==> src/rtl/noc_pkg.sv <==
// Shared NoC definitions: flit ids, length width and injector state.
// Imported by the flit injector and its testbench.
package noc_pkg;

    localparam int LEN_W = 12;

    localparam logic [2:0] FLIT_IDLE = 3'b000;
    localparam logic [2:0] FLIT_HEAD = 3'b001;
    localparam logic [2:0] FLIT_BODY = 3'b010;
    localparam logic [2:0] FLIT_TAIL = 3'b100;

    localparam int S_IDLE = 0;
    localparam int S_HEAD = 1;
    localparam int S_BODY = 2;
    localparam int S_TAIL = 3;

    typedef enum logic [3:0] {
        ST_IDLE = 4'b0001,
        ST_HEAD = 4'b0010,
        ST_BODY = 4'b0100,
        ST_TAIL = 4'b1000
    } inj_state_t;

endpackage

==> src/rtl/flit_injector.sv <==
// Turns a packet descriptor plus a payload stream into header/body/tail
// flits for one router input port, holding each flit until granted.
module flit_injector
    import noc_pkg::*;
#(
    parameter int DATA_W = 32,
    parameter int DEST_W = 8
) (
    input  logic              clk,
    input  logic              rst,
    input  logic              pkt_valid,
    output logic              pkt_ready,
    input  logic [LEN_W-1:0]  pkt_length,
    input  logic [DEST_W-1:0] pkt_dest,
    input  logic              in_valid,
    input  logic [DATA_W-1:0] in_data,
    output logic              in_ready,
    output logic              req,
    input  logic              grant,
    output logic [2:0]        flit_id,
    output logic [LEN_W-1:0]  length,
    output logic [DATA_W-1:0] flit_data,
    output logic              flit_valid
);

    inj_state_t        state_q, state_d;
    logic [LEN_W-1:0]  len_q, len_d;
    logic [LEN_W-1:0]  rem_q, rem_d;
    logic [DEST_W-1:0] dest_q, dest_d;
    logic [DATA_W-1:0] hdr;

    always_ff @(posedge clk or posedge rst) begin
        if (rst) begin
            state_q <= ST_IDLE;
            len_q   <= '0;
            rem_q   <= '0;
            dest_q  <= '0;
        end else begin
            state_q <= state_d;
            len_q   <= len_d;
            rem_q   <= rem_d;
            dest_q  <= dest_d;
        end
    end

    always_comb begin
        state_d    = state_q;
        len_d      = len_q;
        rem_d      = rem_q;
        dest_d     = dest_q;
        pkt_ready  = 1'b0;
        in_ready   = 1'b0;
        req        = 1'b0;
        flit_id    = FLIT_IDLE;
        flit_data  = '0;
        flit_valid = 1'b0;
        length     = len_q;
        hdr                   = '0;
        hdr[LEN_W-1:0]        = len_q;
        hdr[LEN_W +: DEST_W]  = dest_q;

        unique case (1'b1)
            state_q[S_IDLE]: begin
                pkt_ready = 1'b1;
                if (pkt_valid) begin
                    // A packet always carries at least header and tail
                    len_d   = (pkt_length < LEN_W'(2)) ? LEN_W'(2) : pkt_length;
                    dest_d  = pkt_dest;
                    state_d = ST_HEAD;
                end
            end
            state_q[S_HEAD]: begin
                req        = 1'b1;
                flit_id    = FLIT_HEAD;
                flit_data  = hdr;
                flit_valid = 1'b1;
                if (grant) begin
                    rem_d   = len_q - LEN_W'(1);
                    state_d = (len_q > LEN_W'(2)) ? ST_BODY : ST_TAIL;
                end
            end
            state_q[S_BODY]: begin
                req        = 1'b1;
                flit_id    = FLIT_BODY;
                flit_data  = in_data;
                flit_valid = in_valid;
                in_ready   = grant & in_valid;
                if (grant && in_valid && rem_q > LEN_W'(1)) begin
                    rem_d = rem_q - LEN_W'(1);
                    if (rem_q == LEN_W'(2)) state_d = ST_TAIL;
                end
            end
            state_q[S_TAIL]: begin
                req        = 1'b1;
                flit_id    = FLIT_TAIL;
                flit_data  = in_data;
                flit_valid = in_valid;
                in_ready   = grant & in_valid;
                if (grant && in_valid) state_d = ST_IDLE;
            end
            default: state_d = ST_IDLE;
        endcase
    end

endmodule
==> config.mk <==
export PLATFORM = sky130hd
export DESIGN_NAME = flit_injector
export DESIGN_NICKNAME = d
export VERILOG_FILES = /design/src/rtl/noc_pkg.sv /design/src/rtl/flit_injector.sv
export SDC_FILE = /design/constraint.sdc
export NUM_CORES = 1
export LEC_CHECK = 0
export ABC_CLOCK_PERIOD_IN_PS = 2700
export CAP_MARGIN = 20
export CORE_ASPECT_RATIO = 1.5
export CORE_MARGIN = 1
export CORE_UTILIZATION = 42
export DETAILED_ROUTE_END_ITERATION = 6
export GPL_TIMING_DRIVEN = 0
export PLACE_DENSITY = 0.85
export SETUP_SLACK_MARGIN = 0.05
export SLEW_MARGIN = 0
export SYNTH_ARGS = -nofsm -noshare
export SYNTH_HDL_FRONTEND = slang
export SYNTH_SLANG_ARGS = --single-unit
==> constraint.sdc <==
create_clock -name clk -period 2.7 [get_ports clk]
set_input_delay 0.54 -clock clk [delete_from_list [all_inputs] [get_ports clk]]
set_output_delay 0.54 -clock clk [all_outputs]
set_load 0.05 [all_outputs]
# [Yosys cells after proc, flatten, opt, wreduce, memory -nomap -nowiden]
# Index checks and enable logic that the tools add are counted.
[word_totals] out_inout_bits=51 register_bits=36 input_bits=57 wordCells=37
[op_classes] add_sub_neg=2 n_mux=17 eq_ne=3 reduce_logical=7 order_cmp=3 bitwise=1
[op_table] operator="$pmux W32 S2" n=1
[op_table] operator="$mux W12" n=3
[op_table] operator="$pmux W12 S2" n=1
[op_table] operator="$sub A12 B1 Y12 const B" n=2
[op_table] operator="$mux W4" n=5
[op_table] operator="$pmux W4 S4" n=1
[op_table] operator="$eq A12 B2 Y1 const B" n=1
[op_table] operator="$gt A12 B1 Y1 const B" n=1
[op_table] operator="$gt A12 B2 Y1 const B" n=1
[op_table] operator="$lt A12 B2 Y1 const B" n=1
[op_table] operator="$pmux W3 S3" n=1
[op_table] operator="$mux W1" n=3
[op_table] operator="$reduce_and A3 Y1" n=1
[op_table] operator="$reduce_or A3 Y1" n=1
[op_table] operator="$logic_and A1 B1 Y1" n=2
[op_table] operator="$mux W2" n=1
[op_table] operator="$ne A2 B1 Y1 const B" n=1
[op_table] operator="$ne A2 B2 Y1 const B" n=1
[op_table] operator="$pmux W1 S2" n=1
[op_table] operator="$reduce_and A2 Y1" n=1
[op_table] operator="$reduce_bool A2 Y1" n=1
[op_table] operator="$reduce_or A2 Y1" n=1
[op_table] operator="$and A1 B1 Y1" n=1

# [Longest topological paths before layout]
[depth] ltp_word=4 ltp_mapped=8 mapped_depth_nobuf=7

# [Worst setup path after synthesis]
# No wires, ideal clock.
[synth_path] kind="flip-flop to output port" start="register len_q[1], in the netlist length[1]" end="output port flit_data[1]" path_buffers=0 slack_ps=182 arrival_ps=1978 stages_incl_launch_ff=3 required_ps=2160 cell_sequence="dfrtp_1 inv_1 o21ai_0"
[synth_between] elab_chain_len=1
[synth_lines] element="from (decl)" line="flit_injector.sv:27" rtl="logic [LEN_W-1:0] len_q, len_d;"
[synth_lines] element="from (signal assigned)" line="flit_injector.sv:40" rtl="len_q <= len_d;"
[synth_lines] element="$pmux W32 S2" line="flit_injector.sv:62" rtl="unique case (1'b1)"
[synth_lines] element="to (decl)" line="flit_injector.sv:22" rtl="output logic [DATA_W-1:0] flit_data,"
# No other way between the ends.

# [Worst setup path after layout]
[layout_path] start="register state_q[2]" end="output port flit_data[16]"
[layout_between] elab_chain_len=2
[layout_lines] element="from (decl)" line="flit_injector.sv:26" rtl="inj_state_t state_q, state_d;"
[layout_lines] element="from (signal assigned)" line="flit_injector.sv:39" rtl="state_q <= state_d;"
[layout_lines] element="$reduce_or A2 Y1 (no source line)"
[layout_lines] element="$pmux W32 S2" line="flit_injector.sv:62"
# No other way between the ends.

==> results.yml <==
run_status:
  run_status: "finished clean"
clock_tree:
  clock_insertion_delay_worst_skew_ps: 290
  clk_transition_reported_paths_ps: 70
  clk_root_buffer_cell: "sky130_fd_sc_hd__clkbuf_8"
  cts.path.max_buffers: 2
  cts_tree: "built"
  cts.sinks: 36
  cts_post_setup_buffers_inserted: 0
  cts_max_level: 2
  total_cts_buffers: 5
layout:
  final.fill_count: 461
  syn_to_final_growth_pct: 52.9
  finish.cell_count_without_fillers: 434
  drive_gt1_share_pct: 21.2
  layout.cells.most_common_list: "72 x sky130_fd_sc_hd__clkdlybuf4s50_1, 35 x sky130_fd_sc_hd__dfrtp_1, 25 x sky130_fd_sc_hd__clkdlybuf4s15_2"
  fin_nets: 425
  layout.cells.most_common: "sky130_fd_sc_hd__clkdlybuf4s50_1"
  antenna-diode-count: 0
logic_synthesis:
  syn_area_mm2: 0.00236
  dominantRegCellSynth: "sky130_fd_sc_hd__dfrtp_1"
  yosys.cell_types.count: 50
  synthesis.yosys.warnings: 0
  mean_syn_cell_area_um2: 9.44
  synth_edf_count: 0
  yosysSeqAreaShare_pct: 38.2
  post_synth_inst_count: 250
  synth_seq_cells: 36
  async_flop_share_pct: 100
  synth_nets: 312
routing:
  detail_route.wirelength_mm: 7.27
  routed_len_inst_um: 16.7
  routed-via-count: 2451
  post_drt_via_cell_ratio: 5.65
  firstDrtPassIters: 5
  antenna_viol_nets_final: 0
  drtIter0Drc: 163
  post-route-drc-count: 0
grt:
  grt_first_pass_wirelength_mm: 11.7
  grt.met1_usage_pct: 27.1
  gr_met2_demand_resource_pct: 48.0
  grt_overflow: 0
  gr-max-usage-layer: "met2"
  vias_in_the_first_global_route: 2490
  globalRouteMet3Util_pct: 5.46
  globalRouteTotalUtil_pct: 25.1
  grt_start_max_net_pins: 37
  antenna_violations_before_repair: 0
worst_setup_path:
  reg2regPathDepth: 7
  required_time_at_the_endpoint_of_the_critical_path_ps: 2160
  cp.arrival_ps: 1950
  endpoint_kind: "primary output"
  startpoint_type: "flop"
  crit_path_max_fo: 10
  path_class: "flop to primary output"
worst_hold_path:
  hp-class: "flop to flop"
  hold_depth: 1
floorplanning:
  coreArea_mm2: 0.00545
  ioPinCount: 108
  initial_core_util_pct: 43.3
  die_h_um: 93.8
  fp.dieW_um: 63.2
  die_area_mm2: 0.00593
  num_rows: 33
timing:
  final.setup.worst_slack_ps: 211
  whs_ps: 513
  max_clock_freq_ghz: 0.402
  fin_skew_ps: 4.18
  final_max_slew_viol_count: 0
  post-route-period-util_pct: 92.2
  tightest_slew_ps: 755
  fin_setup_tns_ps: 0
  slew_headroom_pct: 49.6
  final-setup-viol-count: 0
  timing.final.hold_violations: 0
  grt_setup_unrepaired: "false"
  layout_min_cycle_time_ps: 2490
placed_design:
  finalWeightedCongestion: 0.887
  detailed_place_hpwl_mm: 5.50
  placement.io_buffers: 107
  pre_cts_slack_ps: -132
  placed_cells: 427
pwr:
  share_seq_of_total_power_pct: 30.5
  power.total_mw: 3.33
  comb_power_share_pct: 57.5
  p_sw_share_pct: 49.2
  power.switching_mw: 1.64
  power_density_mw_per_mm2: 922
  leakagePower_nw: 1.49
  power.share.clock_pct: 12.0
  p_int_mw: 1.69
  max_rail_drop_vdd_mv: 0.637
job:
  timing.max_cap.violations: 0
critical path, cell delays in order (launching register included):
cell                              delay [ps]
sky130_fd_sc_hd__dfrtp_1                 440
sky130_fd_sc_hd__or2_2                   380
sky130_fd_sc_hd__clkbuf_2                230
sky130_fd_sc_hd__a22o_1                  270
sky130_fd_sc_hd__clkdlybuf4s15_2         340
power by group through the flow:
| stage | registers [mW] | logic [mW] | clock network (mW) |
|---|---|---|---|
| 2_1_floorplan | 1.29 | 0.980 | 0 |
| 3_3_place_gp | 1.00 | 1.90 | 0 |
| 3_5_place_dp | 1.01 | 1.93 | 0 |
| 4_1_cts | 1.01 | 1.92 | 0.400 |
| 5_1_grt | 1.04 | 2.03 | 0.422 |
| 6_report | 1.01 | 1.91 | 0.399 |
synth_stat cells (4+ instances only):
cell type	instances	area, um^2
sky130_fd_sc_hd__nor3_1	10	50.1
sky130_fd_sc_hd__nand2_1	23	86.3
sky130_fd_sc_hd__xnor2_1	6	52.6
sky130_fd_sc_hd__a22oi_1	5	37.5
sky130_fd_sc_hd__mux2_2	19	214
sky130_fd_sc_hd__o21ai_0	17	85.1
sky130_fd_sc_hd__ha_1	5	62.6
sky130_fd_sc_hd__clkbuf_1	12	45.0
sky130_fd_sc_hd__xor2_1	4	35.0
sky130_fd_sc_hd__or4_1	4	30.0
sky130_fd_sc_hd__a22o_1	19	166
sky130_fd_sc_hd__dfrtp_1	35	876
sky130_fd_sc_hd__and2_1	13	81.3
sky130_fd_sc_hd__nor4_1	6	37.5
sky130_fd_sc_hd__nand3_1	7	35.0
sky130_fd_sc_hd__a21oi_1	4	20.0
sky130_fd_sc_hd__nor2_1	11	41.3
sky130_fd_sc_hd__inv_1	10	37.5
state kept, by name, summed over array words and instances, names as in the netlist:
name and flops:
length 12, rem_q 12, dest_q 8, state_q 4
cells by family (layout without fill, tap and decap cells):
| group | after synthesis | count (layout) | share of synthesized area, % |
|---|---|---|---|
| buf+inv | 27 | 141 | 5.03 |
| mux | 20 | 20 | 9.49 |
| compound gates | 62 | 62 | 19.6 |
| fa+ha+maj | 5 | 5 | 2.65 |
| simple gates | 90 | 90 | 21.3 |
| flops | 36 | 36 | 38.2 |
| xor+xnor | 10 | 10 | 3.71 |
what timing repair did:
item	4_1_cts	5_1_grt
resized for setup	97	5
pin swaps	0	0
endpoints found under the setup margin	35	30
hold buffers	0	0
hold endpoints to repair	0	0
per-layer routing:
layer	vias to the layer above	part of all wire [%]
met5	-	0
met3	9	6.8
met2	117	55
met1	1188	37
li1	1137	-
met4	0	1.2
final timing paths:
kind | from | to | slack [ps]
worst max-delay path | state_q[2]$_DFF_PP0_ | flit_data[16] | 210
max in group asynchronous | rst | dest_q[0]$_DFFE_PP0P_ | 1520
worst max register to register | rem_q[0]$_DFFE_PP0P_ | rem_q[11]$_DFFE_PP0P_ | 560
worst min-delay path | dest_q[3]$_DFFE_PP0P_ | dest_q[3]$_DFFE_PP0P_ | 510
min in group asynchronous | rst | length[2]$_DFFE_PP0P_ | 710
worst min register to register | dest_q[3]$_DFFE_PP0P_ | dest_q[3]$_DFFE_PP0P_ | 510
per-stage QoR:
step,area (um^2),utilization (%)
after detailed placement,3520,64.6
after global routing,3610,66.3
final,3610,66.3
after CTS,3640,66.8
after floorplan,2360,-
after global placement,3520,64.6
area by class of cell:
| cell class | count | area, um^2 | area share, % |
|---|---|---|---|
| inverters | 10 | 37.5 | 1.04 |
| plain buffers | 16 | 82.6 | 2.29 |
| repair buffers | 107 | 1070 | 29.7 |
| flip-flops and latches | 36 | 902 | 25.0 |
| multi-input cells | 187 | 1340 | 37.1 |
| well taps | 70 | 87.6 | 2.43 |
| clock buffers | 8 | 90.1 | 2.49 |
Power figures use the tool's default switching activity.
